$ cat src/rtl/conversor_inv_seq.sv
// rtl/conversor_inv_seq.sv - registered digit-to-HGFE converter with 2-word output buffer (optional err_cnt: CONVERSOR_ERRCNT_EN)
module conversor_inv_seq #(
    parameter int         CNT_W    = 8,
    parameter logic [3:0] ERR_CODE = 4'b1111
) (
    input  logic             clk,
    input  logic             rst_n,
    input  logic             in_valid,
    output logic             in_ready,
    input  logic [3:0]       digit,
    output logic             out_valid,
    input  logic             out_ready,
    output logic [3:0]       code,
    output logic             code_err,
    output logic [CNT_W-1:0] conv_cnt,
    output logic [CNT_W-1:0] err_cnt
);

    typedef enum logic [1:0] {
        EMPTY = 2'd0,
        ONE   = 2'd1,
        FULL  = 2'd2
    } state_t;

    state_t           state_q;
    logic             in_ready_q;
    logic             out_valid_q;
    logic [4:0]       head_q;
    logic [4:0]       tail_q;
    logic [CNT_W-1:0] conv_cnt_q;

    logic             accept;
    logic             drain;
    logic [4:0]       new_word;

    // Entry layout is {code[3:0], code_err}.
    function automatic logic [4:0] encode(input logic [3:0] d);
        logic [4:0] w;
        case (d)
            4'd0:    w = {4'b0000, 1'b0};
            4'd1:    w = {4'b0001, 1'b0};
            4'd2:    w = {4'b0011, 1'b0};
            4'd3:    w = {4'b0100, 1'b0};
            4'd4:    w = {4'b0101, 1'b0};
            4'd5:    w = {4'b0111, 1'b0};
            4'd6:    w = {4'b1001, 1'b0};
            4'd7:    w = {4'b1011, 1'b0};
            4'd8:    w = {4'b1100, 1'b0};
            4'd9:    w = {4'b1101, 1'b0};
            default: w = {ERR_CODE, 1'b1};
        endcase
        return w;
    endfunction

    assign accept   = in_valid && in_ready_q;
    assign drain    = out_valid_q && out_ready;
    assign new_word = encode(digit);

    always_ff @(posedge clk) begin
        if (!rst_n) begin
            state_q     <= EMPTY;
            in_ready_q  <= 1'b0;
            out_valid_q <= 1'b0;
            head_q      <= 5'd0;
            tail_q      <= 5'd0;
        end else begin
            case (state_q)
                EMPTY: begin
                    in_ready_q <= 1'b1;
                    if (accept) begin
                        head_q      <= new_word;
                        state_q     <= ONE;
                        out_valid_q <= 1'b1;
                    end
                end
                ONE: begin
                    if (accept && drain) begin
                        head_q <= new_word;
                    end else if (accept) begin
                        tail_q     <= new_word;
                        state_q    <= FULL;
                        in_ready_q <= 1'b0;
                    end else if (drain) begin
                        state_q     <= EMPTY;
                        out_valid_q <= 1'b0;
                    end
                end
                FULL: begin
                    if (drain) begin
                        head_q     <= tail_q;
                        state_q    <= ONE;
                        in_ready_q <= 1'b1;
                    end
                end
                default: begin
                    state_q     <= EMPTY;
                    in_ready_q  <= 1'b1;
                    out_valid_q <= 1'b0;
                end
            endcase
        end
    end

    always_ff @(posedge clk) begin
        if (!rst_n) begin
            conv_cnt_q <= '0;
        end else if (accept && (conv_cnt_q != {CNT_W{1'b1}})) begin
            conv_cnt_q <= conv_cnt_q + CNT_W'(1);
        end
    end

`ifdef CONVERSOR_ERRCNT_EN
    logic [CNT_W-1:0] err_cnt_q;

    always_ff @(posedge clk) begin
        if (!rst_n) begin
            err_cnt_q <= '0;
        end else if (accept && new_word[0] && (err_cnt_q != {CNT_W{1'b1}})) begin
            err_cnt_q <= err_cnt_q + CNT_W'(1);
        end
    end

    assign err_cnt = err_cnt_q;
`else
    assign err_cnt = '0;
`endif

    assign in_ready  = in_ready_q;
    assign out_valid = out_valid_q;
    assign code      = head_q[4:1];
    assign code_err  = head_q[0];
    assign conv_cnt  = conv_cnt_q;

endmodule

$ cat config.mk
export PLATFORM = sky130hd
export DESIGN_NAME = conversor_inv_seq
export DESIGN_NICKNAME = d
export VERILOG_FILES = /design/src/rtl/conversor_inv_seq.sv
export SDC_FILE = /design/constraint.sdc
export NUM_CORES = 1
export LEC_CHECK = 0
export BUFFER_PORTS_ARGS = -buffer_cell sky130_fd_sc_hd__buf_4
export CAP_MARGIN = 20
export CORE_MARGIN = 2
export CORE_UTILIZATION = 56
export CTS_CLUSTER_SIZE = 40
export DETAILED_ROUTE_END_ITERATION = 8
export GPL_TIMING_DRIVEN = 1
export PLACE_DENSITY = 0.88
export SYNTH_ARGS = -nofsm -noshare
export SYNTH_HDL_FRONTEND = slang
export SYNTH_SLANG_ARGS = --single-unit
$ cat constraint.sdc
create_clock -name clk -period 2.81 [get_ports clk]
set_input_delay 0.1405 -clock clk [delete_from_list [all_inputs] [get_ports clk]]
set_output_delay 0.1405 -clock clk [all_outputs]
set_load 0.05 [all_outputs]
== Word level (Yosys, flattened, before mapping) ==
Memory sizes are Yosys's and may differ from the RTL's.
Cells that the tools add are included.
Word-level totals
  register bits: 22
  bits in read-only memories: 80
  input port bits: 8
  output and inout port bits: 23
  logic and storage cells: 51
  memories: 1
Cells by class
  add/subtract/negate cells: 1
  equality and inequality tests: 11
  multiplexer cells: 19
  bitwise operators: 2
  reductions and logical operators: 11
Memory list
  (name not given): words 16, width 5, read ports 1, clocked after Yosys merged registers in 0, write ports 0, line 39  | case (d)
Operators by type and width (count)
  2-to-1 mux 5 bit: 3
  one-hot mux 5 bit (3 select lines): 1
  != test 2 bit, second input constant: 7
  2-to-1 mux 2 bit: 5
  adder 8 x 1 -> 8 bit, second input constant: 1
  != test 8 bit, second input constant: 1
  AND reduction 4 bit: 2
  2-to-1 mux 1 bit: 7
  one-hot mux 2 bit (3 select lines): 1
  AND reduction 3 bit: 2
  AND reduction 5 bit: 1
  logical AND 1 bit: 4
  != test 3 bit, second input constant: 1
  one-hot mux 1 bit (3 select lines): 1
  nonzero test 3 bit: 1
  == test 2 x 1 -> 1 bit, second input constant: 1
  == test 2 bit, second input constant: 1
  logical NOT 2 bit: 1
  NOT 1 bit: 2
  one-hot mux 1 bit (2 select lines): 1

== Depth between registers and ports, before layout ==
Gate-level depths: netlist of run 1.
  word-level depth: 5
  mapped depth: 6
  mapped depth without buffers: 6

== Worst setup path after synthesis of run 1 ==
No wires, ideal clock.
  path kind: register to register
  start: register conv_cnt_q[0], in the netlist conv_cnt[0]
  end: register conv_cnt_q[4], in the netlist conv_cnt[4]
  library setup time: 0.128 ns
  arrival time: 1.595 ns
  data required time: 2.682 ns
  path slack: 1.087 ns
  cell stages (with the launch flop): 6
  buffers on the path: 0
  clock period less this slack: 1.723 ns
  path through: dfxtp_1 ha_1 nand4_1 a211oi_1 xnor2_1 nor2_1
Between the ends
  cells in the longest elaborated chain, start to end: 2
  elaborated cells on any way between the ends: 3
  classes of those cells: add/sub (1); eq/ne (1); reduce/logical (1)
Ends and longest elaborated chain
  start, declared: line 30  | logic [CNT_W-1:0] conv_cnt_q;
  start signal, assigned: line 108  | conv_cnt_q <= conv_cnt_q + CNT_W'(1);
  parallel branches: the longest is 2 deep, another holds adder 8 x 1 -> 8 bit
Parallel ways; which one is timed is not known.
A chain may end at the register's enable or synchronous reset.

== Worst setup path in the final report of run 1 ==
Same ends and word-level chain as after synthesis.

==> metrics.cfg, run 1 <==
[synthesis]
synthDominantAreaCellType = dfxtp_1
netlist.area_leader.share = 0.360
synthesis.yosys.warnings = 0
synth_top_cells_by_count = dfxtp_1, nor2_1, nand2_1
synthFlopType = dfxtp_1
syn-instance-count = 149
synth_sequential_area_ratio = 0.360
synth-edff-count = 0
synthArstFlopShare = 0
netlist-cell-type-count = 43
mappedNetlistArea_um2 = 1220
synth.avg_cell_area_um2 = 8.21
synthMostInstantiatedCell = dfxtp_1
synthTopCellsByArea = dfxtp_1, nor2_1, buf_4
synth_seq_cells = 22

[global_routing]
grt-ovfl-total = 0
grt_antenna_before_repair = 0
grt_max_degree = 18
global_route.usage.total = 0.215
grt_pass1_vias = 1030
wire_length_of_the_first_global_routing_pass_um = 4290

[worst_setup_path]
critical_path.reg2reg.startpoint = conv_cnt[0]$_SDFFE_PN0P_
crit_path_start_kind = flop
timing.reg2reg.setup_slack_ps = 1300
reg2reg_to = conv_cnt[4]$_SDFFE_PN0P_
required_time_at_the_worst_slack_endpoint_ps = 3000
critical_path.max_fanout = 4
r2r.worst_path.cells = 5
worst-setup-path-type = reg -> reg
critPathArrivalTime_ps = 1710
element_type_at_the_critical_path_end = flop

[cells_and_area]
final_nets = 183
synthToLayoutAreaGrowth_pct = 13.8
layout.cells.non_filler = 196
antenna_cells_inserted = 0
proportion_of_layout_cells_with_a_drive_suffix_above_1 = 0.189
layout.core_utilization = 0.696

[clocking]
clk_root_buffer_cell = clkbuf_4
cts_resized = 0
cts-root-to-sink-buffers = 2
clock_tree_from_tritoncts = done
worstSkewPairLatency_ps = 300
cts_sinks = 22
cts.hold.buffers_added = 0
cts_inserted_buffers = 3
clock_slew_at_the_register_clock_pins_of_the_worst_setup_and_hold_paths_ps = 110
cts_setup_buffers = 0
htreeDepth = 1

[sta]
final.hold.worst_slack_ps = 115
fmaxAchievable_mhz = 661
fin_setup_tns_ps = 0
grt_setup_unrepaired = no
layout_min_cycle_time_ps = 1510
hold_violations = 0
skew_ps = 1.16
final_critical_path_setup_slack_ps = 1300
finalMaxSlewViolations = 0
setup_violations = 0
fin_crit_sh = 0.538

[die]
core.rowCount = 16
ioPinCount = 31
dieHeight_um = 50.7
initial_utilization = 0.611
fp.coreArea_um2 = 2000
die_footprint_um2 = 2580
die_span_in_x_um = 50.7

[detailed_routing]
drcViolationCount = 0
antenna_left = 0
first_iter_violations = 14
detail_route.first_pass.iterations = 4
totalWireLength_um = 2480
wl_per_cell_um = 12.6
via_per_inst = 5.54
via_count = 1085

[power]
ir_drop_mv = 0.346
pwr_density_cell_nw_per_um2 = 475
leakagePower_nw = 0.550

[min_path]
worst_hold_path.endpoint = tail_q[2]$_SDFFE_PN0P_
min_delay_path_class = in -> reg
holdPathStages = 2
min_from = rst_n

[placed_design]
detailedPlace.worstSlack_ps = 1310
place_congestion = 0.749
placed_cells = 193
post-dp-hpwl_um = 1870
port-buffer-count = 22

[job]
max_cap_violations = 0

[status]
status = finished clean

-- critical path, stage by stage, from the launching register on --
cell and delay, ps:
dfxtp_1 410, ha_1 240, nand4_1 190, a211oi_1 350
xnor2_1 160, nor2_1 50
-- power by group --
group | total, mW | switching [mW] | leakage (nW) | internal (mW)
logic | 0.178 | 0.122 | 0.357 | 0.0555
registers | 0.345 | 0.0165 | 0.179 | 0.329
clock network | 0.139 | 0.0889 | 0.0138 | 0.0501
-- sequential cells by signal, indices dropped and copies added (netlist names) --
name and count:
out_valid 1, state_q 2, tail_q 5, head_q 5, in_ready 1, conv_cnt 8
-- cells in the final DEF (no fill, tap or decap), types with 5 or more instances in the layout --
cell type  Yosys  routed
a211oi_1       6       6
a21oi_1       10      10
buf_4          8      22
conb_1         1       8
dfxtp_1       22      22
inv_1          6       6
nand2_1       12      12
nand2b_1       5       5
nand3_1        5       5
nor2_1        19      19
nor3_1         6       6
o21ai_0        5       5
-- final cells by class --
| cell class | count | area, µm² |
|---|---|---|
| multi-input combinational | 115 | 704 |
| fill | 162 | 609 |
| sequential | 22 | 440 |
| timing repair buffer | 22 | 165 |
| tap | 27 | 33.8 |
| inverter | 7 | 26.3 |
| clock buffer | 3 | 22.5 |
-- worst max-delay path by stage --
stage                                        start  depth (start not counted)  slack, ps                  endpoint
final                     conv_cnt[0]$_SDFFE_PN0P_                          5       1300  conv_cnt[4]$_SDFFE_PN0P_
after global routing      conv_cnt[0]$_SDFFE_PN0P_                          5       1190  conv_cnt[4]$_SDFFE_PN0P_
after CTS                 conv_cnt[0]$_SDFFE_PN0P_                          5       1290  conv_cnt[4]$_SDFFE_PN0P_
after detailed placement  conv_cnt[0]$_SDFFE_PN0P_                          5       1310  conv_cnt[4]$_SDFFE_PN0P_
after global placement    conv_cnt[0]$_SDFFE_PN0P_                          5       1390  conv_cnt[5]$_SDFFE_PN0P_
after floorplan           conv_cnt[0]$_SDFFE_PN0P_                          5       1090  conv_cnt[4]$_SDFFE_PN0P_
-- metal layers --
layer,wire length [µm],vias to the layer above,global-route usage
met5,0,-,0
met4,42,0,0.0766
met3,108,7,0.0268
met2,1340,28,0.401
met1,985,497,0.247
li1,-,553,-
-- cells by family after synthesis --
logic type,count (synthesis),share of synthesized area
AOI/OAI and AO/OA,33,0.185
adders and majority gates,4,0.0409
and+or+nand+nor,64,0.277
xor gates and xnor gates,2,0.0143
DFF,22,0.360
buffers and inverters,19,0.0859
other,1,0.00306
muxes,4,0.0337
-- through the flow --
step / total power, mW / area (µm²)
2_1_floorplan: 0.494 / 1250
3_3_place_gp: 0.525 / 1370
3_5_place_dp: 0.529 / 1370
4_1_cts: 0.668 / 1390
5_1_grt: 0.693 / 1390
6_report: 0.662 / 1390
(Power assumes the default switching activity.)
==> inputs of run 2 (changes only) <==
--- a/config.mk
+++ b/config.mk
@@ -8,11 +8,11 @@
 export BUFFER_PORTS_ARGS = -buffer_cell sky130_fd_sc_hd__buf_4
 export CAP_MARGIN = 20
 export CORE_MARGIN = 2
-export CORE_UTILIZATION = 56
+export CORE_UTILIZATION = 47
 export CTS_CLUSTER_SIZE = 40
 export DETAILED_ROUTE_END_ITERATION = 8
 export GPL_TIMING_DRIVEN = 1
-export PLACE_DENSITY = 0.88
+export PLACE_DENSITY = 0.79
 export SYNTH_ARGS = -nofsm -noshare
 export SYNTH_HDL_FRONTEND = slang
 export SYNTH_SLANG_ARGS = --single-unit
==> constraint.sdc (replaced) <==
create_clock -name clk -period 1.26 [get_ports clk]
set_input_delay 0.063 -clock clk [delete_from_list [all_inputs] [get_ports clk]]
set_output_delay 0.063 -clock clk [all_outputs]
set_load 0.05 [all_outputs]
==> metrics.cfg, run 2 (synthesis gave the netlist of run 1 again) <==
[worst_setup_path]
cp_cell_sequence = and3_4 -> nand2_4 -> or4_1 -> a21oi_1
reg2reg_to = conv_cnt[5]$_SDFFE_PN0P_
worst-setup-path-type = reg -> reg
critical_path.max_stage_delay_ps = 480  ; +70 ps
setup.worst_path.end = conv_cnt[5]$_SDFFE_PN0P_
crit_slowest_cell = or4_1
critical_path.n_buffers_inverters = 0  ; unchanged
required_time_at_the_worst_slack_endpoint_ps = 1490  ; -1510 ps
worst_setup_path_startpoint = conv_cnt[1]$_SDFFE_PN0P_
timing.reg2reg.setup_slack_ps = -60  ; -1360 ps
critical_path.reg2reg.startpoint = conv_cnt[1]$_SDFFE_PN0P_
crit_path_start_kind = flop
r2r.worst_path.cells = 4  ; -1
path_delay_family = simple AND/OR/NAND/NOR gates
element_type_at_the_critical_path_end = flop
critPathArrivalTime_ps = 1550  ; -160 ps
critical_path.max_fanout = 3  ; -1
worstSetupPathDepth = 4  ; -1

[placed_design]
detailedPlace.worstSlack_ps = -84.6  ; -1400 ps
post-dp-hpwl_um = 2110  ; +13%
placed_cells = 209  ; +8.3%
place_congestion = 0.793  ; +5.9%
port-buffer-count = 22  ; unchanged

[global_routing]
grt_pass1_vias = 1195  ; +16%
wire_length_of_the_first_global_routing_pass_um = 4830  ; +13%
grt-ovfl-total = 0  ; unchanged
grt_max_degree = 13  ; -5
grt_antenna_before_repair = 0  ; unchanged
global_route.usage.total = 0.218  ; +0.00358

[clocking]
cts_sinks = 22  ; unchanged
worstSkewPairLatency_ps = 290  ; about the same
cts_inserted_buffers = 3  ; unchanged
cts-root-to-sink-buffers = 2  ; unchanged
clk_root_buffer_cell = clkbuf_4
clock_tree_from_tritoncts = done
clock_slew_at_the_register_clock_pins_of_the_worst_setup_and_hold_paths_ps = 120  ; about the same
htreeDepth = 1  ; unchanged
cts.hold.buffers_added = 0  ; unchanged

[sta]
grt_setup_unrepaired = yes
fin_crit_sh = 1.05  ; +0.510
fmaxAchievable_mhz = 757  ; +15%
layout_min_cycle_time_ps = 1320  ; -192 ps
final.hold.worst_slack_ps = 54.9  ; -59.8 ps
final_critical_path_setup_slack_ps = -61.2  ; -1360 ps
skew_ps = 1.57  ; +0.407 ps
finalMaxSlewViolations = 0  ; unchanged
hold_violations = 0  ; unchanged
setup_violations = 8  ; +8

[detailed_routing]
totalWireLength_um = 3330  ; +34%
via_count = 1236  ; +14%
via_per_inst = 5.47  ; -1.2%
antenna_left = 0  ; unchanged
wl_per_cell_um = 14.7  ; +16%
drcViolationCount = 0  ; unchanged
detail_route.first_pass.iterations = 4  ; unchanged
first_iter_violations = 17  ; +3

[cells_and_area]
synthToLayoutAreaGrowth_pct = 47.3
antenna_cells_inserted = 0  ; unchanged
largest_reg_flops = 8  ; unchanged
multiInputGateArea_um2 = 833  ; +18%
final_common_cell = buf_4
layout.cells.most_common_list = buf_4, nor2_1, nand2_1, dfxtp_1
sequential_area_um2 = 478  ; +8.5%
num-fill-cells = 191  ; +18%
layout.cells.non_filler = 226  ; +15%
proportion_of_layout_cells_with_a_drive_suffix_above_1 = 0.469  ; +0.280
final_nets = 209  ; +14%
layout.core_utilization = 0.728  ; +0.0322

[die]
ioPinCount = 31  ; unchanged
dieHeight_um = 55.0  ; +8.4%
die_footprint_um2 = 3030  ; +18%
initial_utilization = 0.494  ; -0.117
fp.coreArea_um2 = 2480  ; +24%
die_span_in_x_um = 55.0  ; +8.4%
core.rowCount = 18  ; +2

[power]
pwr_density_cell_nw_per_um2 = 917  ; +93%
leakagePower_nw = 0.735  ; +34%
totalPowerFinal_mw = 1.65  ; +150%
ir_drop_mv = 0.766  ; +120%

[status]
status = finished with violations
violations = negative setup slack

[min_path]
min_delay_path_class = in -> reg

[job]
max_cap_violations = 0  ; unchanged

## run 2: changes by cell type in the layout (fill, tap and decap cells not counted), moves of 3 or more
cell     change
o21ai_0      -4
buf_6        +5
dfxtp_1     -12
buf_4       +20
dfxtp_4      +9
nand2_4      +3
dfxtp_2      +3
## run 2: report_power, final
group / leakage, nW / internal (mW) / switching, mW
combinational: 0.527 / 0.192 / 0.317
clock: 0.0210 / 0.176 / 0.208
sequential: 0.187 / 0.724 / 0.0362
## run 2: what timing repair did
item,in CTS,in global routing
pin swaps,8,13
gates resized for setup,6,23
setup buffers,9,4
cloned,0,0
endpoints found under the setup margin,11,18
## run 2: layout make-up
cell class / count / share of cell area
clock buffer: 4 / 0.0201
sequential: 22 / 0.265
multi-input combinational: 115 / 0.462
inverter: 7 / 0.0146
tap: 30 / 0.0208
timing repair buffer: 48 / 0.217
## run 2: routing by layer
metal | GRT usage | up-vias | part of all wire
met5 | 0 | - | 0
met4 | 0.122 | 0 | 0.018
met3 | 0.0376 | 7 | 0.043
met2 | 0.395 | 32 | 0.54
met1 | 0.238 | 588 | 0.40
li1 | - | 609 | -
## run 2: worst min-delay path by stage
stage / end / start / cells past startpoint
final: head_q[2]$_SDFFE_PN0P_ / rst_n / 3
after global routing: head_q[2]$_SDFFE_PN0P_ / rst_n / 3
after CTS: tail_q[2]$_SDFFE_PN0P_ / rst_n / 2
after detailed placement: tail_q[2]$_SDFFE_PN0P_ / rst_n / 2
after global placement: tail_q[2]$_SDFFE_PN0P_ / rst_n / 2
after floorplan: out_valid$_SDFFE_PN0P_ / out_ready / 3
## run 2: metrics by stage
stage,area [µm²],setup TNS (ps)
after floorplan,1330,-250
after global placement,1560,-75.3
after detailed placement,1560,-328
after CTS,1680,-113
after global routing,1800,-949
final,1800,-216
## run 2: tightest hold or removal path, delay by kind of cell
family / cells / cell delay, ps
buffers and inverters: 1 / 150
AO/OA/AOI/OAI: 2 / 110
==> inputs of run 3 (changes only) <==
--- a/config.mk
+++ b/config.mk
@@ -7,12 +7,15 @@
 export LEC_CHECK = 0
 export BUFFER_PORTS_ARGS = -buffer_cell sky130_fd_sc_hd__buf_4
 export CAP_MARGIN = 20
+export CELL_PAD_IN_SITES_DETAIL_PLACEMENT = 1
+export CELL_PAD_IN_SITES_GLOBAL_PLACEMENT = 1
 export CORE_MARGIN = 2
-export CORE_UTILIZATION = 47
+export CORE_UTILIZATION = 34
 export CTS_CLUSTER_SIZE = 40
 export DETAILED_ROUTE_END_ITERATION = 8
 export GPL_TIMING_DRIVEN = 1
-export PLACE_DENSITY = 0.79
+export HOLD_SLACK_MARGIN = 0.15
+export PLACE_DENSITY = 0.78
 export SYNTH_ARGS = -nofsm -noshare
 export SYNTH_HDL_FRONTEND = slang
 export SYNTH_SLANG_ARGS = --single-unit
==> constraint.sdc (replaced) <==
create_clock -name clk -period 1.26 [get_ports clk]
set_input_delay 0.126 -clock clk [delete_from_list [all_inputs] [get_ports clk]]
set_output_delay 0.126 -clock clk [all_outputs]
set_load 0.05 [all_outputs]
==> metrics.cfg, run 3 (synthesis gave the netlist of run 1 again) <==
[clocking]
clock_tree_from_tritoncts = done
cts-root-to-sink-buffers = 2  ; unchanged
cts_sinks = 22  ; unchanged
clock_slew_at_the_register_clock_pins_of_the_worst_setup_and_hold_paths_ps = 120  ; about the same
clk_root_buffer_cell = clkbuf_4
cts_inserted_buffers = 3  ; unchanged
worstSkewPairLatency_ps = 320  ; +30 ps
htreeDepth = 1  ; unchanged

[worst_setup_path]
required_time_at_the_worst_slack_endpoint_ps = 1520  ; +30 ps
critical_path.max_fanout = 4  ; +1
path_delay_family = simple AND/OR/NAND/NOR gates
crit_path_start_kind = flop
element_type_at_the_critical_path_end = flop
critPathArrivalTime_ps = 1570  ; +20 ps
worst-setup-path-type = reg -> reg
critical_path.n_buffers_inverters = 0  ; unchanged
crit_slowest_cell = or4_4
cp_cell_sequence = ha_4 -> nand3_4 -> nor2_4 -> or4_4 -> a21oi_2
critical_path.max_stage_delay_ps = 420  ; -60 ps

[sta]
skew_ps = 1.35  ; -0.219 ps
final_critical_path_setup_slack_ps = -47.0  ; +14.2 ps
fmaxAchievable_mhz = 765  ; +1.1%
fin_crit_sh = 1.04  ; -0.0113
final.hold.worst_slack_ps = 145  ; +90.2 ps
fin_setup_tns_ps = -93.3  ; +123 ps
setup_violations = 4  ; -4
finalMaxSlewViolations = 0  ; unchanged
grt_setup_unrepaired = yes
hold_violations = 0  ; unchanged
layout_min_cycle_time_ps = 1310  ; -14.2 ps

[global_routing]
wire_length_of_the_first_global_routing_pass_um = 5930  ; +23%
grt_antenna_before_repair = 0  ; unchanged
grt-ovfl-total = 0  ; unchanged
global_route.usage.total = 0.187  ; -0.0314
grt_max_degree = 13  ; unchanged
grt_pass1_vias = 1246  ; +4.3%

[cells_and_area]
largest_reg_flops = 8  ; unchanged
synthToLayoutAreaGrowth_pct = 50.7
antenna_cells_inserted = 0  ; unchanged
final_nets = 213  ; +1.9%
final_common_cell = buf_4
proportion_of_layout_cells_with_a_drive_suffix_above_1 = 0.475  ; +0.00561
layout.cells.most_common_list = buf_4, nor2_1, nand2_1, dfxtp_1, dfxtp_4

[min_path]
min_delay_path_class = in -> reg

[placed_design]
post-dp-hpwl_um = 2650  ; +26%
port-buffer-count = 22  ; unchanged
place_congestion = 0.841  ; +6.1%

[power]
share_clk_of_total_power = 0.212  ; -0.020
total_switching_power_mw = 0.571  ; +1.7%
cell_internal_pwr_mw = 1.04  ; -4.5%
power_switching_share = 0.354  ; +0.0143
seqPwrFrac = 0.471  ; +0.011
leakagePower_nw = 0.740  ; +0.74%
ir_drop_mv = 0.417  ; -46%
power.combinational.fraction = 0.317  ; +0.009
pwr_density_cell_nw_per_um2 = 875  ; -4.6%

[die]
core.rowCount = 21  ; +3
ioPinCount = 31  ; unchanged
dieHeight_um = 64.0  ; +16%
initial_utilization = 0.361  ; -0.133
fp.coreArea_um2 = 3390  ; +37%
die_span_in_x_um = 64.0  ; +16%
die_footprint_um2 = 4090  ; +35%

[detailed_routing]
detail_route.first_pass.iterations = 4  ; unchanged
via_per_inst = 5.05  ; -7.6%
antenna_left = 0  ; unchanged
via_count = 1243  ; +0.57%
totalWireLength_um = 3730  ; +12%
wl_per_cell_um = 15.2  ; +3.0%
first_iter_violations = 40  ; +23
drcViolationCount = 0  ; unchanged

[job]
max_cap_violations = 0  ; unchanged

[status]
status = finished with violations
violations = negative setup slack

[run 3: cell types whose count changed in the layout (fill, tap and decap cells not counted), sizes merged]
cell,previous run,this run
buf,48,51
dlygate4sd3,0,1
[run 3: what timing repair did]
| item | CTS | global route |
|---|---|---|
| pin swaps | 12 | 10 |
| endpoints found under the setup margin | 15 | 17 |
| hold buffers | 1 | 0 |
| resized for setup | 8 | 20 |
| setup buffers | 6 | 6 |
| endpoints found under the hold margin | 5 | 0 |
[run 3: routing by layer]
| layer | track usage | wire [µm] | vias up |
|---|---|---|---|
| met1 | 0.195 | 1450 | 599 |
| met2 | 0.357 | 2060 | 26 |
| met3 | 0.0264 | 119 | 7 |
| met5 | 0 | 0 | - |
| li1 | - | - | 611 |
| met4 | 0.0951 | 98 | 0 |
[run 3: cell type report]
cell class | count | area [µm²]
tap | 46 | 57.6
clock buffer | 4 | 26.3
timing repair buffer | 52 | 413
multi-input combinational | 115 | 843
inverter | 7 | 26.3
sequential | 22 | 478
fill | 400 | 1550
[run 3: power groups by stage]
stage	combinational, mW	sequential, mW	clock, mW
CTS	0.496	0.761	0.357
floorplan	0.231	0.877	0
finish	0.511	0.761	0.342
global placement	0.455	0.778	0
global route	0.544	0.767	0.391
detailed placement	0.474	0.780	0
[run 3: through the flow]
stage | util | power, mW | std cells | cell area, µm² | setup slack [ps]
floorplan | - | 1.11 | 156 | 1330 | -79.2
global placement | 0.475 | 1.23 | 229 | 1610 | -41.3
global route | 0.544 | 1.70 | 246 | 1840 | -118
detailed placement | 0.475 | 1.25 | 229 | 1610 | -120
CTS | 0.506 | 1.61 | 240 | 1720 | -50.7
finish | 0.544 | 1.61 | 246 | 1840 | -47.0
[run 3: final timing paths]
path,startpoint,end,slack [ps],depth (start not counted)
worst min register to register,conv_cnt[6]$_SDFFE_PN0P_,conv_cnt[6]$_SDFFE_PN0P_,480,1
worst max register to register,conv_cnt[1]$_SDFFE_PN0P_,conv_cnt[5]$_SDFFE_PN0P_,-50,5
worst min-delay path,digit[3],tail_q[3]$_SDFFE_PN0P_,150,3
worst max-delay path,conv_cnt[1]$_SDFFE_PN0P_,conv_cnt[5]$_SDFFE_PN0P_,-50,5
[run 3: worst reg2reg max path, stage by stage, from the launching register on]
cell	delay, ps
dfxtp_4	380
ha_4	180
nand3_4	90
nor2_4	60
or4_4	420
a21oi_2	120
